===== config.mk =====
export PLATFORM = sky130hd
export DESIGN_NAME = ase_unshuffle_rob
export DESIGN_NICKNAME = d
export VERILOG_FILES = /design/src/rtl/ase_unshuffle_rob_pkg.sv /design/src/rtl/ase_unshuffle_rob_ram.sv /design/src/rtl/ase_unshuffle_rob.sv
export SDC_FILE = /design/constraint.sdc
export NUM_CORES = 1
export LEC_CHECK = 0
export ABC_AREA = 0
export CAP_MARGIN = 20
export CORE_MARGIN = 4
export CORE_UTILIZATION = 39
export DETAILED_ROUTE_END_ITERATION = 10
export GPL_TIMING_DRIVEN = 0
export HOLD_SLACK_MARGIN = 0.02
export PLACE_DENSITY = 0.66
export SYNTH_ARGS = -nofsm -noshare
export SYNTH_HDL_FRONTEND = slang
export SYNTH_HIERARCHICAL = 1
export SYNTH_SLANG_ARGS = --single-unit

===== constraint.sdc =====
create_clock -name clk -period 5.7 [get_ports clk]
set_input_delay 0.855 -clock clk [delete_from_list [all_inputs] [get_ports clk]]
set_output_delay 0.855 -clock clk [all_outputs]
set_load 0.02 [all_outputs]

===== src/rtl/ase_unshuffle_rob_pkg.sv =====
// ase_rob_pkg: shared defaults, pointer type and window check for the reorder buffer
package ase_rob_pkg;
  localparam int TAG_WIDTH_DEF = 4;
  localparam int DATA_WIDTH_DEF = 32;
  typedef logic [TAG_WIDTH_DEF:0] ptr_t;
  // tag is inside [head, tail) when its modulo distance from head is below the occupancy
  function automatic logic in_window(input logic [31:0] head, input logic [31:0] tail,
                                     input logic [31:0] tag, input int tw);
    logic [31:0] m;
    m = (32'd1 << tw) - 32'd1;
    return ((tag - head) & m) < ((tail - head) & ((m << 1) | 32'd1));
  endfunction
endpackage


===== src/rtl/ase_unshuffle_rob_ram.sv =====
// rob_data_ram: DEPTH x DW simple dual-port RAM, sync write, registered read that holds when not enabled
//   clk; we/waddr/wdata write port; re/raddr read port; rdata registered read data
module rob_data_ram #(
  parameter int AW = 4,
  parameter int DW = 32
) (
  input  logic          clk,
  input  logic          we,
  input  logic [AW-1:0] waddr,
  input  logic [DW-1:0] wdata,
  input  logic          re,
  input  logic [AW-1:0] raddr,
  output logic [DW-1:0] rdata
);
  logic [DW-1:0] mem [2**AW];
  always_ff @(posedge clk) begin
    if (we) mem[waddr] <= wdata;
    if (re) rdata <= mem[raddr];
  end
endmodule


===== src/rtl/ase_unshuffle_rob.sv =====
// ase_unshuffle_rob: reorder buffer allocating tags in order, accepting responses in any order, releasing in order
//   alloc_req/alloc_ready/alloc_tag: sequential tag allocation
//   wr_en/wr_tag/wr_data: out-of-order response writes (illegal ones set sticky err_bad_wr)
//   dout_valid/dout_ready/dout: in-order output stream; count: allocated, not yet drained entries
module ase_unshuffle_rob
  import ase_rob_pkg::*;
#(
  parameter int TAG_WIDTH = TAG_WIDTH_DEF,
  parameter int DATA_WIDTH = DATA_WIDTH_DEF
) (
  input  logic                  clk,
  input  logic                  rst_n,
  input  logic                  alloc_req,
  output logic                  alloc_ready,
  output logic [TAG_WIDTH-1:0]  alloc_tag,
  input  logic                  wr_en,
  input  logic [TAG_WIDTH-1:0]  wr_tag,
  input  logic [DATA_WIDTH-1:0] wr_data,
  output logic                  dout_valid,
  input  logic                  dout_ready,
  output logic [DATA_WIDTH-1:0] dout,
  output logic [TAG_WIDTH:0]    count,
  output logic                  err_bad_wr
);
  localparam int DEPTH = 1 << TAG_WIDTH;
  logic [TAG_WIDTH:0] head, tail;
  logic [DEPTH-1:0] valid, set_mask, clr_mask;
  logic [TAG_WIDTH-1:0] head_idx;
  logic legal, wr_go, rd_issue;
  assign head_idx = head[TAG_WIDTH-1:0];
  assign count = tail - head;
  assign alloc_ready = !count[TAG_WIDTH];
  assign alloc_tag = tail[TAG_WIDTH-1:0];
  assign legal = in_window(32'(head), 32'(tail), 32'(wr_tag), TAG_WIDTH) && !valid[wr_tag];
  assign wr_go = wr_en && legal;
  assign rd_issue = valid[head_idx] && (!dout_valid || dout_ready);
  // a legal write needs valid==0 and an issue needs valid==1, so set and clear never collide
  assign set_mask = wr_go ? (DEPTH'(1) << wr_tag) : '0;
  assign clr_mask = rd_issue ? (DEPTH'(1) << head_idx) : '0;
  always_ff @(posedge clk or negedge rst_n) begin
    if (!rst_n) begin
      head <= '0;
      tail <= '0;
      valid <= '0;
      dout_valid <= 1'b0;
      err_bad_wr <= 1'b0;
    end else begin
      if (alloc_req && alloc_ready) tail <= tail + 1'b1;
      if (rd_issue) head <= head + 1'b1;
      valid <= (valid | set_mask) & ~clr_mask;
      dout_valid <= rd_issue || (dout_valid && !dout_ready);
      if (wr_en && !legal) err_bad_wr <= 1'b1;
    end
  end
  rob_data_ram #(.AW(TAG_WIDTH), .DW(DATA_WIDTH)) u_ram (
    .clk   (clk),
    .we    (wr_go),
    .waddr (wr_tag),
    .wdata (wr_data),
    .re    (rd_issue),
    .raddr (head_idx),
    .rdata (dout)
  );
endmodule


# Word-level counts from Yosys, hierarchy flattened

Memory sizes are Yosys's and may differ from the RTL's. A register that Yosys moved wholly into a read port is not among the register bits.
Cells that the tools add are included.

Add/sub/neg operators: 5
Bitwise gates (word level): 3
Magnitude comparators: 3
Mux-type cells: 8
Reduce and logical (&&, ||, !) cells: 13
Shift operators: 2

Operators with widths:

| kind                                                        | count |
|---|---|
| two-way mux 16 bit                                          | 2 |
| left shift 1 x 4 -> 16 bit (first input constant)           | 2 |
| bitwise AND 16 bit                                          | 1 |
| inverter 16 bit                                             | 1 |
| OR 16 bit                                                   | 1 |
| adder 5 x 1 -> 5 bit (second input constant)                | 2 |
| less-than comparator 4 x 5 -> 1 bit (second input constant) | 2 |
| subtractor 5 bit                                            | 2 |
| binary-select mux 1 bit (select 4 bit)                      | 2 |
| logical AND 1 bit                                           | 6 |
| logical NOT 1 bit                                           | 5 |
| less-than comparator 4 x 5 -> 1 bit                         | 1 |
| two-way mux 1 bit                                           | 4 |
| subtractor 4 bit                                            | 1 |
| logical OR 1 bit                                            | 2 |

Word-level logic and storage cells: 40
Output and inout port bits: 44
Memories: 1
Memory bits (writable): 512
Register bits after elaboration: 28
Input bits: 41

Memories:

| name      | words | bits a word | rd ports | clocked after memory_dff | write ports | RTL line                    | text |
|---|---|---|---|---|---|---|---|
| u_ram.mem | 16    | 32          | 1        | 1                        | 1           | ase_unshuffle_rob_ram.sv:15 | `logic [DW-1:0] mem [2**AW];` |

# Logic depth before layout (Yosys ltp)

Word-level depth: 8
Gate-level depth with buffers: 14

# By module

The synthesis kept the hierarchy.

Modules (own cells, without submodules):

| module            | times used | area each (µm²) | cells an instance |
|---|---|---|---|
| rob_data_ram      | 1          | 20174.3         | 838 |
| ase_unshuffle_rob | 1          | 2087.0          | 216 |

# Worst setup path after synthesis

Ideal clock, no wire load.

Path type: in2reg
From: input port wr_tag[0]
To: memory u_ram.mem[0][0] (enable)
Library setup time: 461 ps
Stages on the path: 12
Setup slack: -364 ps
Arrival: 5602 ps
Cells stage by stage: buf_2 inv_1 ha_1 inv_1 fa_1 ha_1 a211o_1 a21oi_1 o21ai_0 nor2_1 or3b_2 nor3_1

Longest elaborated chain between the ends: 7
Elaborated cells between the ends (all ways): 9

RTL lines:

| what                                                                        | RTL line                    | text |
|---|---|---|
| start, declared                                                             | ase_unshuffle_rob.sv:17     | `input logic [TAG_WIDTH-1:0] wr_tag,` |
| branches (longest 3 deep; another with less-than comparator 4 x 5 -> 1 bit) | n/a                         |  |
| logical AND 1 bit (*)                                                       | ase_unshuffle_rob.sv:34     | `assign legal = in_window(32'(head), 32'(tail), 32'(wr_tag), TAG_WIDTH) && !valid[wr_tag];` |
| logical AND 1 bit (*)                                                       | ase_unshuffle_rob.sv:35     | `assign wr_go = wr_en && legal;` |
| named net wr_go                                                             | ase_unshuffle_rob.sv:29     | `logic legal, wr_go, rd_issue;` |
| two-way mux 1 bit (*)                                                       | ase_unshuffle_rob_ram.sv:17 | `if (we) mem[waddr] <= wdata;` |
| two-way mux 1 bit (not written as such) (*)                                 | ase_unshuffle_rob_ram.sv:17 |  |
| end, declared                                                               | ase_unshuffle_rob_ram.sv:15 |  |

Mark *: on every way through the listed nets, which the timed path passes. The select of a mux whose other input is x is not followed.

# Worst setup path after layout

From: input port wr_tag[0]
To: memory u_ram.mem[8][7] (enable)

Same word-level chain as after synthesis.

==> flow_summary.yaml <==
power_and_ir_drop:
  p_switching_mw: 3.57
  pwr-share-seq_pct: 42.0
  comb_power_share_pct: 28.9
  worst_ir_drop_vdd_v: 0.000275
  leakagePower_nw: 8.40
  p_sw_share_pct: 29.3
  power_frac_clock_pct: 29.1
  power_density_nw_per_um2: 461
  p_int_mw: 8.64
floorplanning:
  rows: 87
  die_y_um: 247
  core_um2: 56500
  die_area_um2: 61000
  die_w_um: 247
  start_util_pct: 39.4
  io_pins: 85
finish:
  final_nets: 1277
  fin_util_pct: 46.9
  nFillCells: 4624
  regArea_um2: 17000
  multi_input_area_um2: 4960
  antenna_cells: 0
  drive_above_1_share_pct: 21.8
  area_growth_pct: 18.9
  finish.instance_area_um2: 26500
sta:
  skew_ns: 0.0141
  fmax_mhz: 186
  fin_crit_sh_pct: 94.5
  maxSlewHeadroom_pct: 35.1
  hold_viol_final: 0
  grt_setup_unrepaired: "false"
  finalMaxSlewViolations: 0
  finalSetupTns_ns: 0
  tightest_slew_ns: 0.971
  fin_crit_ns: 5.39
  final-setup-viol-count: 0
clock_tree:
  ctsRootBufferMaster: "clkbuf_16"
  cts_setup_buffers: 0
  holdBufCountCts: 0
  cts_tree: "done"
  ctsResizeCount: 0
  clk_pin_slew_worst_paths_ns: 0.06
  h-tree-depth: 2
  cts_inserted_buffers: 55
  clockBufferDepth: 3
  cts_sinks: 572
  insertion_delay_ns: 0.61
grt:
  grtUsageMet2_pct: 26.7
  antenna_found_initial: 1
  grt_max_degree: 25
  grtUsageMet3_pct: 2.92
  track_usage_pct: 15.9
  met1_usage_pct: 21.5
  grt_pass1_vias: 11457
  overflow: 0
  top_usage_layer: "met2"
  grt_pass1_wl_mm: 72.5
yosys:
  ys_ff_latch: 572
  synth-main-ff-cell: "edfxtp_1"
  async_flop_share_pct: 4.90
  synth_cells: 1054
  synth.avg_cell_area_um2: 21.1
  synth.distinct_cells: 42
  yosysTopAreaCell: "edfxtp_1"
  yosys_warnings: 6
  yosys.area.top_type_share_pct: 73.4
  synth-edff-count: 544
  syn_area_um2: 22300
  yosys-top-cells-area: "edfxtp_1 73%, mux4_2 14%, dfrtp_1 3.1%"
  synth_most_common_cell: "edfxtp_1"
  postSynthNetCount: 1114
  synthTopCellsByCount: "544 x edfxtp_1, 136 x mux4_2, 64 x a22oi_1"
  yosysSeqAreaShare_pct: 76.5
detailed_routing:
  first_pass_iters: 5
  wl_mm: 47.8
  wl_per_cell_um: 23.7
  drt-initial-drc-count: 1113
  viasPerCell: 5.37
  ant_nets: 0
  dr_total_vias: 10832
  drc: 0
critical_path:
  path_cells: "clkdlybuf4s50_1, buf_2, inv_1, ha_1, inv_1, fa_1, ha_1, a211o_1, a21oi_1, o21ai_0, nor2_1, nand3b_1, nor3_4, buf_16"
  critical_path_class: "in2reg"
  crit_buf_inv: 5
  r2r_end: "u_ram/mem[8][7]$_DFFE_PP_"
  cp_max_fo: 12
  r2r_cells: 13
  critPathMaxStageDelay_ns: 0.87
  rrSetupSlack_ns: 0.90
  cp-end-kind: "flip-flop"
  reg2reg_from: "head[1]$_DFFE_PN0P_"
  critPathSlowestCell: "nor3_4"
  cp-start-kind: "input port"
  cp.arrival_ns: 5.69
  crit_required_ns: 6.01
  crit_family: "simple AND/OR/NAND/NOR gates"
place:
  globalplace.congestion: 0.790
  post-dp-hpwl_mm: 30.8
  placed_area_um2: 24700
  portBuffers: 84
worst_hold_path:
  min_to: "err_bad_wr$_DFFE_PN0P_"
  hp-class: "reg2reg"
  hold-path-cell-count: 1
  hp-start: "err_bad_wr$_DFFE_PN0P_"
run_status:
  status: "finished clean"
run:
  cap_violations: 0
-- layout by cell type (no fill, tap or decap), types with 10 or more instances in the layout --
cell type | synthesis | routed
nor2_1 | 29 | 17
dfrtp_1 | 28 | 28
edfxtp_1 | 544 | 544
a22oi_1 | 64 | 64
mux4_2 | 136 | 136
buf_4 | 15 | 15
xnor2_1 | 12 | 12
a21oi_1 | 11 | 11
nor2_4 | 0 | 13
nand2_1 | 47 | 47
ha_1 | 17 | 17
clkinv_1 | 0 | 16
clkbuf_1 | 20 | 35
inv_1 | 30 | 30
buf_1 | 10 | 10
clkbuf_16 | 0 | 57
buf_16 | 0 | 13
clkdlybuf4s50_1 | 0 | 84
-- layout make-up --
cell class / instances / share of cell area (%)
multi-input combinational: 397 / 18.7
tap: 756 / 3.57
clock buffer: 72 / 5.60
clock inverter: 29 / 1.04
sequential: 572 / 64.4
timing repair buffer: 106 / 5.17
buffer: 55 / 1.11
inverter: 30 / 0.425
-- sequential cells by signal, indices dropped and copies added, names as in the netlist --
signal and count:
valid 16, u_ram/mem 512, dout_valid 1, u_ram/rdata 32
err_bad_wr 1, head 5, tail 5
-- worst max-delay path by stage --
stage | from | endpoint | slack (ns) | cells after the start
6_report | wr_tag[0] | u_ram/mem[8][7]$_DFFE_PP_ | 0.31 | 14
5_1_grt | wr_tag[0] | u_ram/mem[8][8]$_DFFE_PP_ | 0.06 | 14
4_1_cts | wr_tag[0] | u_ram/mem[3][15]$_DFFE_PP_ | 0.35 | 14
3_5_place_dp | wr_tag[0] | u_ram/mem[3][15]$_DFFE_PP_ | -0.29 | 14
3_3_place_gp | wr_tag[0] | u_ram/mem[2][15]$_DFFE_PP_ | -2.02 | 13
2_1_floorplan | wr_tag[0] | u_ram/mem[1][0]$_DFFE_PP_ | 0.51 | 12
-- through the flow --
| stage | std cells | worst slack [ns] | power [mW] | hold WS, ns |
|---|---|---|---|---|
| 6_report | 2017 | 0.315 | 12.2 | 0.485 |
| 5_1_grt | 2017 | 0.0558 | 12.8 | 0.512 |
| 4_1_cts | 2017 | 0.354 | 12.4 | 0.497 |
| 3_5_place_dp | 1916 | -0.286 | 8.79 | 0.477 |
| 3_3_place_gp | 1894 | -2.02 | 8.66 | 0.475 |
| 2_1_floorplan | 1054 | 0.508 | 7.53 | 0.462 |
-- per-layer routing --
metal	vias up	part of all wire (%)
met5	-	0.023
li1	4682	-
met3	73	6.0
met2	320	50
met1	5755	42
met4	2	2.0
-- power groups by stage --
stage	registers, mW	logic (mW)	clock network (mW)
CTS	5.13	3.59	3.64
floorplan	5.24	2.29	0
global route	5.15	3.83	3.81
global placement	5.22	3.44	0
detailed placement	5.21	3.57	0
finish	5.13	3.53	3.56
-- cells by family after synthesis --
family | share of synthesized area [%]
flops | 76.5
mux | 14.1
simple gates | 2.37
compound gates | 3.48
buf+inv | 1.83
fa+ha+maj | 1.14
xor+xnor | 0.551
Note: power is estimated with default switching activity, not from simulation.
